File: src/rtl/uart_rx_fifo.sv
// uart_rx_fifo: oversampling UART receiver feeding a first-word fall-through FIFO.
//
// Ports:
//   clk        in   system clock, rising edge
//   reset      in   synchronous, active-high reset
//   rx         in   asynchronous serial line (idle high, LSB first)
//   data       out  FIFO head word (0 while empty)
//   valid      out  FIFO not empty
//   ready      in   consumer accepts head word when valid && ready
//   frame_err  out  one-cycle pulse on a bad (low) stop bit
//   parity_err out  one-cycle pulse on a parity mismatch (0 unless parity enabled)
//   overrun    out  one-cycle pulse when a good word is dropped on a full FIFO
//
// Build option: define UART_RX_PARITY_EN to receive a parity bit between the
// last data bit and the stop bit (even parity unless PARITY_ODD=1).
module uart_rx_fifo #(
  parameter int unsigned DATA_BITS  = 8,
  parameter int unsigned OVS        = 16,
  parameter int unsigned DIV        = 1,
  parameter int unsigned FIFO_DEPTH = 4,
  parameter int unsigned PARITY_ODD = 0
) (
  input  logic                 clk,
  input  logic                 reset,
  input  logic                 rx,
  output logic [DATA_BITS-1:0] data,
  output logic                 valid,
  input  logic                 ready,
  output logic                 frame_err,
  output logic                 parity_err,
  output logic                 overrun
);

  localparam int unsigned TICK_W = $clog2(OVS + 1);
  localparam int unsigned DIV_W  = $clog2(DIV + 1);
  localparam int unsigned BIT_W  = $clog2(DATA_BITS + 1);
  localparam int unsigned ADDR_W = $clog2(FIFO_DEPTH);
  localparam int unsigned PTR_W  = ADDR_W + 1;

  localparam logic [TICK_W-1:0] HALF_LAST = TICK_W'(OVS / 2 - 1);
  localparam logic [TICK_W-1:0] FULL_LAST = TICK_W'(OVS - 1);
  localparam logic [DIV_W-1:0]  DIV_LAST  = DIV_W'(DIV - 1);
  localparam logic [BIT_W-1:0]  BIT_LAST  = BIT_W'(DATA_BITS - 1);

  // Elaboration-time parameter legality checks
  if (DATA_BITS < 5 || DATA_BITS > 9) begin : g_bad_data_bits
    $error("uart_rx_fifo: DATA_BITS must be 5..9");
  end
  if (OVS < 8 || OVS > 32 || (OVS % 2) != 0) begin : g_bad_ovs
    $error("uart_rx_fifo: OVS must be even, 8..32");
  end
  if (DIV < 1) begin : g_bad_div
    $error("uart_rx_fifo: DIV must be at least 1");
  end
  if (FIFO_DEPTH < 2 || (FIFO_DEPTH & (FIFO_DEPTH - 1)) != 0) begin : g_bad_depth
    $error("uart_rx_fifo: FIFO_DEPTH must be a power of two >= 2");
  end
  if (PARITY_ODD > 1) begin : g_bad_parity
    $error("uart_rx_fifo: PARITY_ODD must be 0 or 1");
  end

  typedef enum logic [2:0] {
    S_IDLE,
    S_START,
    S_DATA,
`ifdef UART_RX_PARITY_EN
    S_PARITY,
`endif
    S_STOP,
    S_BREAK
  } state_t;

  state_t               state_q, state_d;
  logic                 rx_meta_q, rx_meta_d;
  logic                 rxs_q, rxs_d;
  logic [DIV_W-1:0]     div_cnt_q, div_cnt_d;
  logic [TICK_W-1:0]    tick_cnt_q, tick_cnt_d;
  logic [BIT_W-1:0]     bit_cnt_q, bit_cnt_d;
  logic [DATA_BITS-1:0] shreg_q, shreg_d;
  logic                 frame_err_q, frame_err_d;
  logic                 overrun_q, overrun_d;
  logic [PTR_W-1:0]     wr_ptr_q, wr_ptr_d;
  logic [PTR_W-1:0]     rd_ptr_q, rd_ptr_d;
  logic [DATA_BITS-1:0] mem_q [FIFO_DEPTH];
  logic [DATA_BITS-1:0] mem_d [FIFO_DEPTH];

  logic tick;
  logic push;
  logic pop;
  logic do_push;
  logic empty;
  logic full;
  logic par_bad;

`ifdef UART_RX_PARITY_EN
  logic par_q, par_d;
  logic parity_err_q, parity_err_d;
  // XOR of data and parity bit must equal PARITY_ODD
  assign par_bad = ((^shreg_q) ^ par_q) != 1'(PARITY_ODD);
`else
  assign par_bad = 1'b0;
`endif

  // Receiver next-state and datapath
  always_comb begin
    state_d     = state_q;
    rx_meta_d   = rx;
    rxs_d       = rx_meta_q;
    tick        = (div_cnt_q == DIV_LAST);
    div_cnt_d   = tick ? '0 : div_cnt_q + DIV_W'(1);
    tick_cnt_d  = tick_cnt_q;
    bit_cnt_d   = bit_cnt_q;
    shreg_d     = shreg_q;
    frame_err_d = 1'b0;
    push        = 1'b0;
`ifdef UART_RX_PARITY_EN
    par_d        = par_q;
    parity_err_d = 1'b0;
`endif
    case (state_q)
      S_IDLE: begin
        if (!rxs_q) begin
          state_d    = S_START;
          tick_cnt_d = '0;
          div_cnt_d  = '0;
        end
      end
      S_START: begin
        if (tick) begin
          if (tick_cnt_q == HALF_LAST) begin
            tick_cnt_d = '0;
            bit_cnt_d  = '0;
            state_d    = rxs_q ? S_IDLE : S_DATA;
          end else begin
            tick_cnt_d = tick_cnt_q + TICK_W'(1);
          end
        end
      end
      S_DATA: begin
        if (tick) begin
          if (tick_cnt_q == FULL_LAST) begin
            tick_cnt_d = '0;
            shreg_d    = {rxs_q, shreg_q[DATA_BITS-1:1]};
            if (bit_cnt_q == BIT_LAST) begin
`ifdef UART_RX_PARITY_EN
              state_d = S_PARITY;
`else
              state_d = S_STOP;
`endif
            end else begin
              bit_cnt_d = bit_cnt_q + BIT_W'(1);
            end
          end else begin
            tick_cnt_d = tick_cnt_q + TICK_W'(1);
          end
        end
      end
`ifdef UART_RX_PARITY_EN
      S_PARITY: begin
        if (tick) begin
          if (tick_cnt_q == FULL_LAST) begin
            tick_cnt_d = '0;
            par_d      = rxs_q;
            state_d    = S_STOP;
          end else begin
            tick_cnt_d = tick_cnt_q + TICK_W'(1);
          end
        end
      end
`endif
      S_STOP: begin
        if (tick) begin
          if (tick_cnt_q == FULL_LAST) begin
            tick_cnt_d = '0;
`ifdef UART_RX_PARITY_EN
            parity_err_d = par_bad;
`endif
            if (rxs_q) begin
              push    = !par_bad;
              state_d = S_IDLE;
            end else begin
              frame_err_d = 1'b1;
              state_d     = S_BREAK;
            end
          end else begin
            tick_cnt_d = tick_cnt_q + TICK_W'(1);
          end
        end
      end
      S_BREAK: begin
        if (rxs_q) state_d = S_IDLE;
      end
      default: state_d = S_IDLE;
    endcase
  end

  // FIFO: pointers carry one extra wrap bit to tell full from empty
  always_comb begin
    empty     = (wr_ptr_q == rd_ptr_q);
    full      = (wr_ptr_q[ADDR_W] != rd_ptr_q[ADDR_W]) &&
                (wr_ptr_q[ADDR_W-1:0] == rd_ptr_q[ADDR_W-1:0]);
    pop       = !empty && ready;
    do_push   = push && (!full || pop);
    overrun_d = push && full && !pop;
    wr_ptr_d  = wr_ptr_q + PTR_W'(do_push);
    rd_ptr_d  = rd_ptr_q + PTR_W'(pop);
    mem_d     = mem_q;
    if (do_push) mem_d[wr_ptr_q[ADDR_W-1:0]] = shreg_q;
  end

  always_ff @(posedge clk) begin
    if (reset) begin
      state_q     <= S_IDLE;
      rx_meta_q   <= 1'b1;
      rxs_q       <= 1'b1;
      div_cnt_q   <= '0;
      tick_cnt_q  <= '0;
      bit_cnt_q   <= '0;
      shreg_q     <= '0;
      frame_err_q <= 1'b0;
      overrun_q   <= 1'b0;
      wr_ptr_q    <= '0;
      rd_ptr_q    <= '0;
    end else begin
      state_q     <= state_d;
      rx_meta_q   <= rx_meta_d;
      rxs_q       <= rxs_d;
      div_cnt_q   <= div_cnt_d;
      tick_cnt_q  <= tick_cnt_d;
      bit_cnt_q   <= bit_cnt_d;
      shreg_q     <= shreg_d;
      frame_err_q <= frame_err_d;
      overrun_q   <= overrun_d;
      wr_ptr_q    <= wr_ptr_d;
      rd_ptr_q    <= rd_ptr_d;
    end
  end

  // Storage needs no reset: data is masked while the FIFO is empty
  always_ff @(posedge clk) begin
    mem_q <= mem_d;
  end

`ifdef UART_RX_PARITY_EN
  always_ff @(posedge clk) begin
    if (reset) begin
      par_q        <= 1'b0;
      parity_err_q <= 1'b0;
    end else begin
      par_q        <= par_d;
      parity_err_q <= parity_err_d;
    end
  end
  assign parity_err = parity_err_q;
`else
  assign parity_err = 1'b0;
`endif

  assign valid     = !empty;
  assign data      = empty ? '0 : mem_q[rd_ptr_q[ADDR_W-1:0]];
  assign frame_err = frame_err_q;
  assign overrun   = overrun_q;

endmodule

File: config.mk
export PLATFORM = sky130hd
export DESIGN_NAME = uart_rx_fifo
export DESIGN_NICKNAME = d
export VERILOG_FILES = /design/src/rtl/uart_rx_fifo.sv
export SDC_FILE = /design/constraint.sdc
export NUM_CORES = 1
export LEC_CHECK = 0
export CAP_MARGIN = 30
export CORE_MARGIN = 4
export CORE_UTILIZATION = 60
export CTS_BUF_LIST = sky130_fd_sc_hd__clkbuf_4
export DETAILED_ROUTE_END_ITERATION = 8
export PLACE_DENSITY_LB_ADDON = 0.08
export SYNTH_ARGS = -nofsm -noshare
export SYNTH_HDL_FRONTEND = slang
export SYNTH_SLANG_ARGS = --single-unit
File: constraint.sdc
create_clock -name clk -period 3.05 [get_ports clk]
set_clock_uncertainty 0.1 [all_clocks]
set_input_delay 0.4575 -clock clk [delete_from_list [all_inputs] [get_ports clk]]
set_output_delay 0.4575 -clock clk [all_outputs]
set_load 0.02 [all_outputs]
; ---- Word level (Yosys, flattened, before mapping)
; Index checks and enable logic that the tools add are counted.
; W data, S select, Z words.
[totals]
regBits = 63
in_bits = 4
wordCells = 107
[classes]
add_sub_neg = 5
order_cmp = 3
eq_ne = 21
muxes = 39
bitwise = 5
n_reduce_logical = 19
[op_table]
columns = operator, count
row1 = $bwmux W32, 1
row2 = $mux W8, 4
row3 = $mux W3, 10
row4 = $mux W5, 5
row5 = $ne A2 B2 Y1 const B, 11
row6 = $mux W4, 5
row7 = $bmux W8 S2, 1
row8 = $demux W8 S2, 1
row9 = $pmux W3 S5, 1
row10 = $pmux W5 S3, 1
row11 = $reduce_and A9 Y1, 1
row12 = $mux W1, 8
row13 = $pmux W4 S2, 1
row14 = $add A3 B1 Y3, 2
row15 = $eq A3 B2 Y1 const B, 2
row16 = $ge A3 B3 Y1 const B, 2
row17 = $logic_and A1 B1 Y1, 6
row18 = $not A2 Y3, 2
row19 = $reduce_and A6 Y1, 1
row20 = $add A5 B1 Y5 const B, 1
row21 = $eq A5 B3 Y1 const B, 1
row22 = $eq A5 B4 Y1 const B, 1
row23 = $add A4 B1 Y4 const B, 1
row24 = $eq A4 B3 Y1 const B, 1
row25 = 18 further kinds, 22

; ---- Depth between registers and ports, before layout
[depth]
ltp_word = 6
ltp_mapped = 10
ltp_nobuf = 10

; ---- Least setup slack after synthesis
; OpenSTA, ideal clock, no wires.
[synth_timing]
path_kind = register to register
from = reg tick_cnt_q[0]
to = reg mem_q[10] (netlist bit), enable pin
setup_ns = 0.385
arrival_time_ns = 1.883
path_slack_ns = 0.681
path_stages_with_launch = 7
period_less_slack_ns = 2.369
path_cell_list = dfxtp_1 -> ha_1 -> and3_2 -> ha_1 -> nand4_1 -> nand2b_4 -> nor3b_1
[synth_between]
elab_chain_len = 5
[synth_lines]
columns = item, line
row1 = start: declaration, 77  ; logic [TICK_W-1:0] tick_cnt_q, tick_cnt_d;
row2 = start signal: assignment, 229  ; tick_cnt_q <= tick_cnt_d;
row3 = $eq A5 B4 Y1, 173  ; if (tick_cnt_q == FULL_LAST) begin
row4 = $mux W1, 173
row5 = $mux W1, 172  ; if (tick) begin
row6 = $mux W1, 120  ; case (state_q)
row7 = $logic_and A1 B1 Y1, 203  ; do_push = push && (!full || pop);
row8 = end signal: assignment, 241  ; mem_q <= mem_d;
row9 = end: declaration, 84  ; logic [DATA_BITS-1:0] mem_q [FIFO_DEPTH];
; No other way between the ends.
; A chain may end at the register's enable or synchronous reset.

; ---- Worst setup path in the final report
[layout_timing]
from = reg rd_ptr_q[1]
to = out data[3]
[layout_between]
elab_chain_len = 5
word_cells_on_any_way = 6
cone_classes = eq/ne (1) / mux (4) / bitwise (1)
[layout_lines]
columns = item, line
row1 = start: declaration, 83  ; logic [PTR_W-1:0] rd_ptr_q, rd_ptr_d;
row2 = start signal: assignment, 235  ; rd_ptr_q <= rd_ptr_d;
row3 = $not A2 Y3 (implied by the code), 260  ; assign data = empty ? '0 : mem_q[rd_ptr_q[ADDR_W-1:0]];
row4 = $bmux W8 S2, 260
row5 = $mux W8 (implied by the code) (2 in a row), 260
row6 = $mux W8 *, 260
row7 = end: declaration, 26  ; output logic [DATA_BITS-1:0] data,
; Mark *: on every way between the ends. The rest lies on a longest branch, timed or not. The select of a mux whose other input is x is not followed.

==> reports/summary.txt <==
post-synthesis sequential area ratio = 58.0%
final worst path period need = 2840 ps
Via density = 5.67
multi-input logic area = 1050 um2
number of enable flip-flop cells after synthesis = 32
worst-path fanout max = 10
DRC = 0
clock buffer count from CTS = 9
die area = 5620 um2
Post-Syn Area = 2690 um2
gpl congestion = 0.884
most common flop cell mapped by yosys = edfxtp_1
Resized Gates After CTS = 0
Final period util = 93.2%
setup_tns = 0 ps
Crit Path Class = register to output port
CP required = 2490 ps
Setup Fix Bufs, Post-CTS = 0
status = completed
Max Slew Vio Count = 0
RSZ-0062 raised after global routing = false
total grt overflow = 0
leading cell types in the layout, fill and taps excluded = edfxtp_1, dfxtp_1, nand2_1, a21oi_1, clkdlybuf4s50_1
WL final = 4570 um
Min-Delay Path Class = register to register
insertion delay to the later sink of the worst-skew pair = 390 ps
final hold violations = 0
flop-to-flop setup slack = 750 ps
Yosys cell types = 50
Starting Density = 61.8%
power per standard cell area = 497 nW/um2
Antenna Cells = 0
max frequency = 0.352 GHz
Area Overhead vs Synth = 12.9%
power consumption = 1.51 mW
core area = 4350 um2
FF/Latch Area = 1560 um2
per-cell routed wire length = 15.5 um
H-tree levels = 3
CTS tree = yes
Comb pwr share = 1.5%
commonest non-fill, non-tap cell in the layout = edfxtp_1
Setup violations, final = 0
largest net degree at the start of global routing = 23
first-pass GRT wire length = 7340 um
drt initial violations = 93
asr flop ratio synth = 0%
CTS max path bufs = 2
# fillers = 306
clock root buffer = clkbuf_4
Max VDD drop = 0.425 mV
number of global-route vias before repair = 1611
static leakage = 1.11 nW
clock-pin slew on the worst setup and hold paths = 100 ps
max-cap viol count = 0
antenna-violating nets left = 0
# IOs = 16
All-Layer GR Usage = 17.6%
Seq cells post-synth = 62
layout cells sized above 1 = 16.9%
Worst Path Arrival = 2290 ps
initial antenna violation count = 0
synth warn = 0
clock share of power = 40.8%
mean post-synth cell area = 12.5 um2
Setup crit start kind = register
Syn Inst Count = 216
Worst slew margin = 62.3%
Synth top area share = 35.7%
die width = 75.0 um
syn nets = 229
num rows = 24
power share of the sequential group = 57.7%
Worst setup EP type = output port
Cell Int Power = 1.21 mW
via count = 1667
CTS Sinks = 62
top cells by area, synth = edfxtp_1, dfxtp_1, mux4_2
dpl hpwl = 3140 um
I/O Buffers = 14
die height = 75.0 um
Detailed Routing Iterations Pass 1 = 4
sw frac = 20.2%
Final Net Count = 250
Synth area leader = edfxtp_1
hold_buf cts = 0
worst-margin pin slew = 558 ps
Net Switching = 0.306 mW
-- sequential cells by signal, indices dropped and copies added, names as in the netlist --
| name | flops |
|---|---|
| bit_cnt_q | 4 |
| frame_err | 1 |
| mem_q | 32 |
| overrun | 1 |
| rd_ptr_q | 3 |
| rx_meta_q | 1 |
| rxs_q | 1 |
| shreg_q | 8 |
| state_q | 3 |
| tick_cnt_q | 5 |
| wr_ptr_q | 3 |
-- path summary, 6_finish.rpt --
| check | from | endpoint | depth (start not counted) |
|---|---|---|---|
| worst min register to register | rx_meta_q | rxs_q | 1 |
| worst max-delay path | rd_ptr_q[1] | data[3] | 5 |
| worst max register to register | tick_cnt_q[0] | mem_q[3] | 7 |
| worst min-delay path | rx_meta_q | rxs_q | 1 |
-- stage by stage --
stage,hold WS [ps],worst slack [ps],cells,area [um2],utilization (%)
4_1_cts,346,1.91,294,3040,69.7
5_1_grt,354,29.5,294,3040,69.8
3_5_place_dp,319,445,278,2880,66.1
2_1_floorplan,289,681,216,2690,-
6_report,345,207,294,3040,69.8
3_3_place_gp,303,486,278,2880,66.1
-- layer usage --
layer	global-route usage, %	wire length, um	up-vias	part of all wire [%]
met1	20.8	2000	784	44
met2	30.5	2290	38	50
met4	6.92	95	0	2.1
li1	-	-	834	-
met5	0	0	-	0
met3	4.81	180	11	3.9
-- cell type report --
cell class,count,area share (%)
timing repair buffer,20,6.10
tap,52,2.14
inverter,6,0.741
sequential,62,51.4
clock inverter,7,2.92
multi-input combinational,138,34.4
clock buffer,9,2.22
-- synthesized netlist by cell type (2+ instances only) --
cell type and n:
nand2_1 21, nand3_1 4, or2_2 3, o21ai_0 3
o22ai_1 2, inv_1 5, edfxtp_1 32, nor2_1 8
a21oi_1 16, buf_2 4, xnor2_1 2, clkbuf_1 3
ha_1 9, mux4_2 6, buf_6 2, dfxtp_1 30
mux4_1 2, nor3b_1 3, o31a_1 2, nand2b_1 5
xor2_1 3, nor2b_1 9, nand3b_1 3, and2b_1 6
a22oi_1 3, nor3_1 6
-- power by group through the flow --
stage	combinational, mW	clock (mW)	sequential, mW
floorplan	0.0164	0	0.890
global placement	0.0215	0	0.891
detailed placement	0.0222	0	0.891
CTS	0.0223	0.630	0.872
global route	0.0243	0.672	0.873
finish	0.0224	0.617	0.872
-- kinds of logic after synthesis --
| logic type | share of synthesized area, % |
|---|---|
| other | 0.139 |
| muxes | 7.76 |
| and+or+nand+nor | 17.6 |
| adders and majority gates | 4.18 |
| DFF | 58.0 |
| buffers and inverters | 3.11 |
| AOI/OAI and AO/OA | 7.58 |
| xor gates and xnor gates | 1.63 |
-- critical path: stages, from the launching register on --
cell and delay, ps:
dfxtp_1 620, xor2_1 150, nor3_1 210, buf_4 190
and2b_1 190, clkdlybuf4s50_1 530
(Power assumes the default switching activity.)
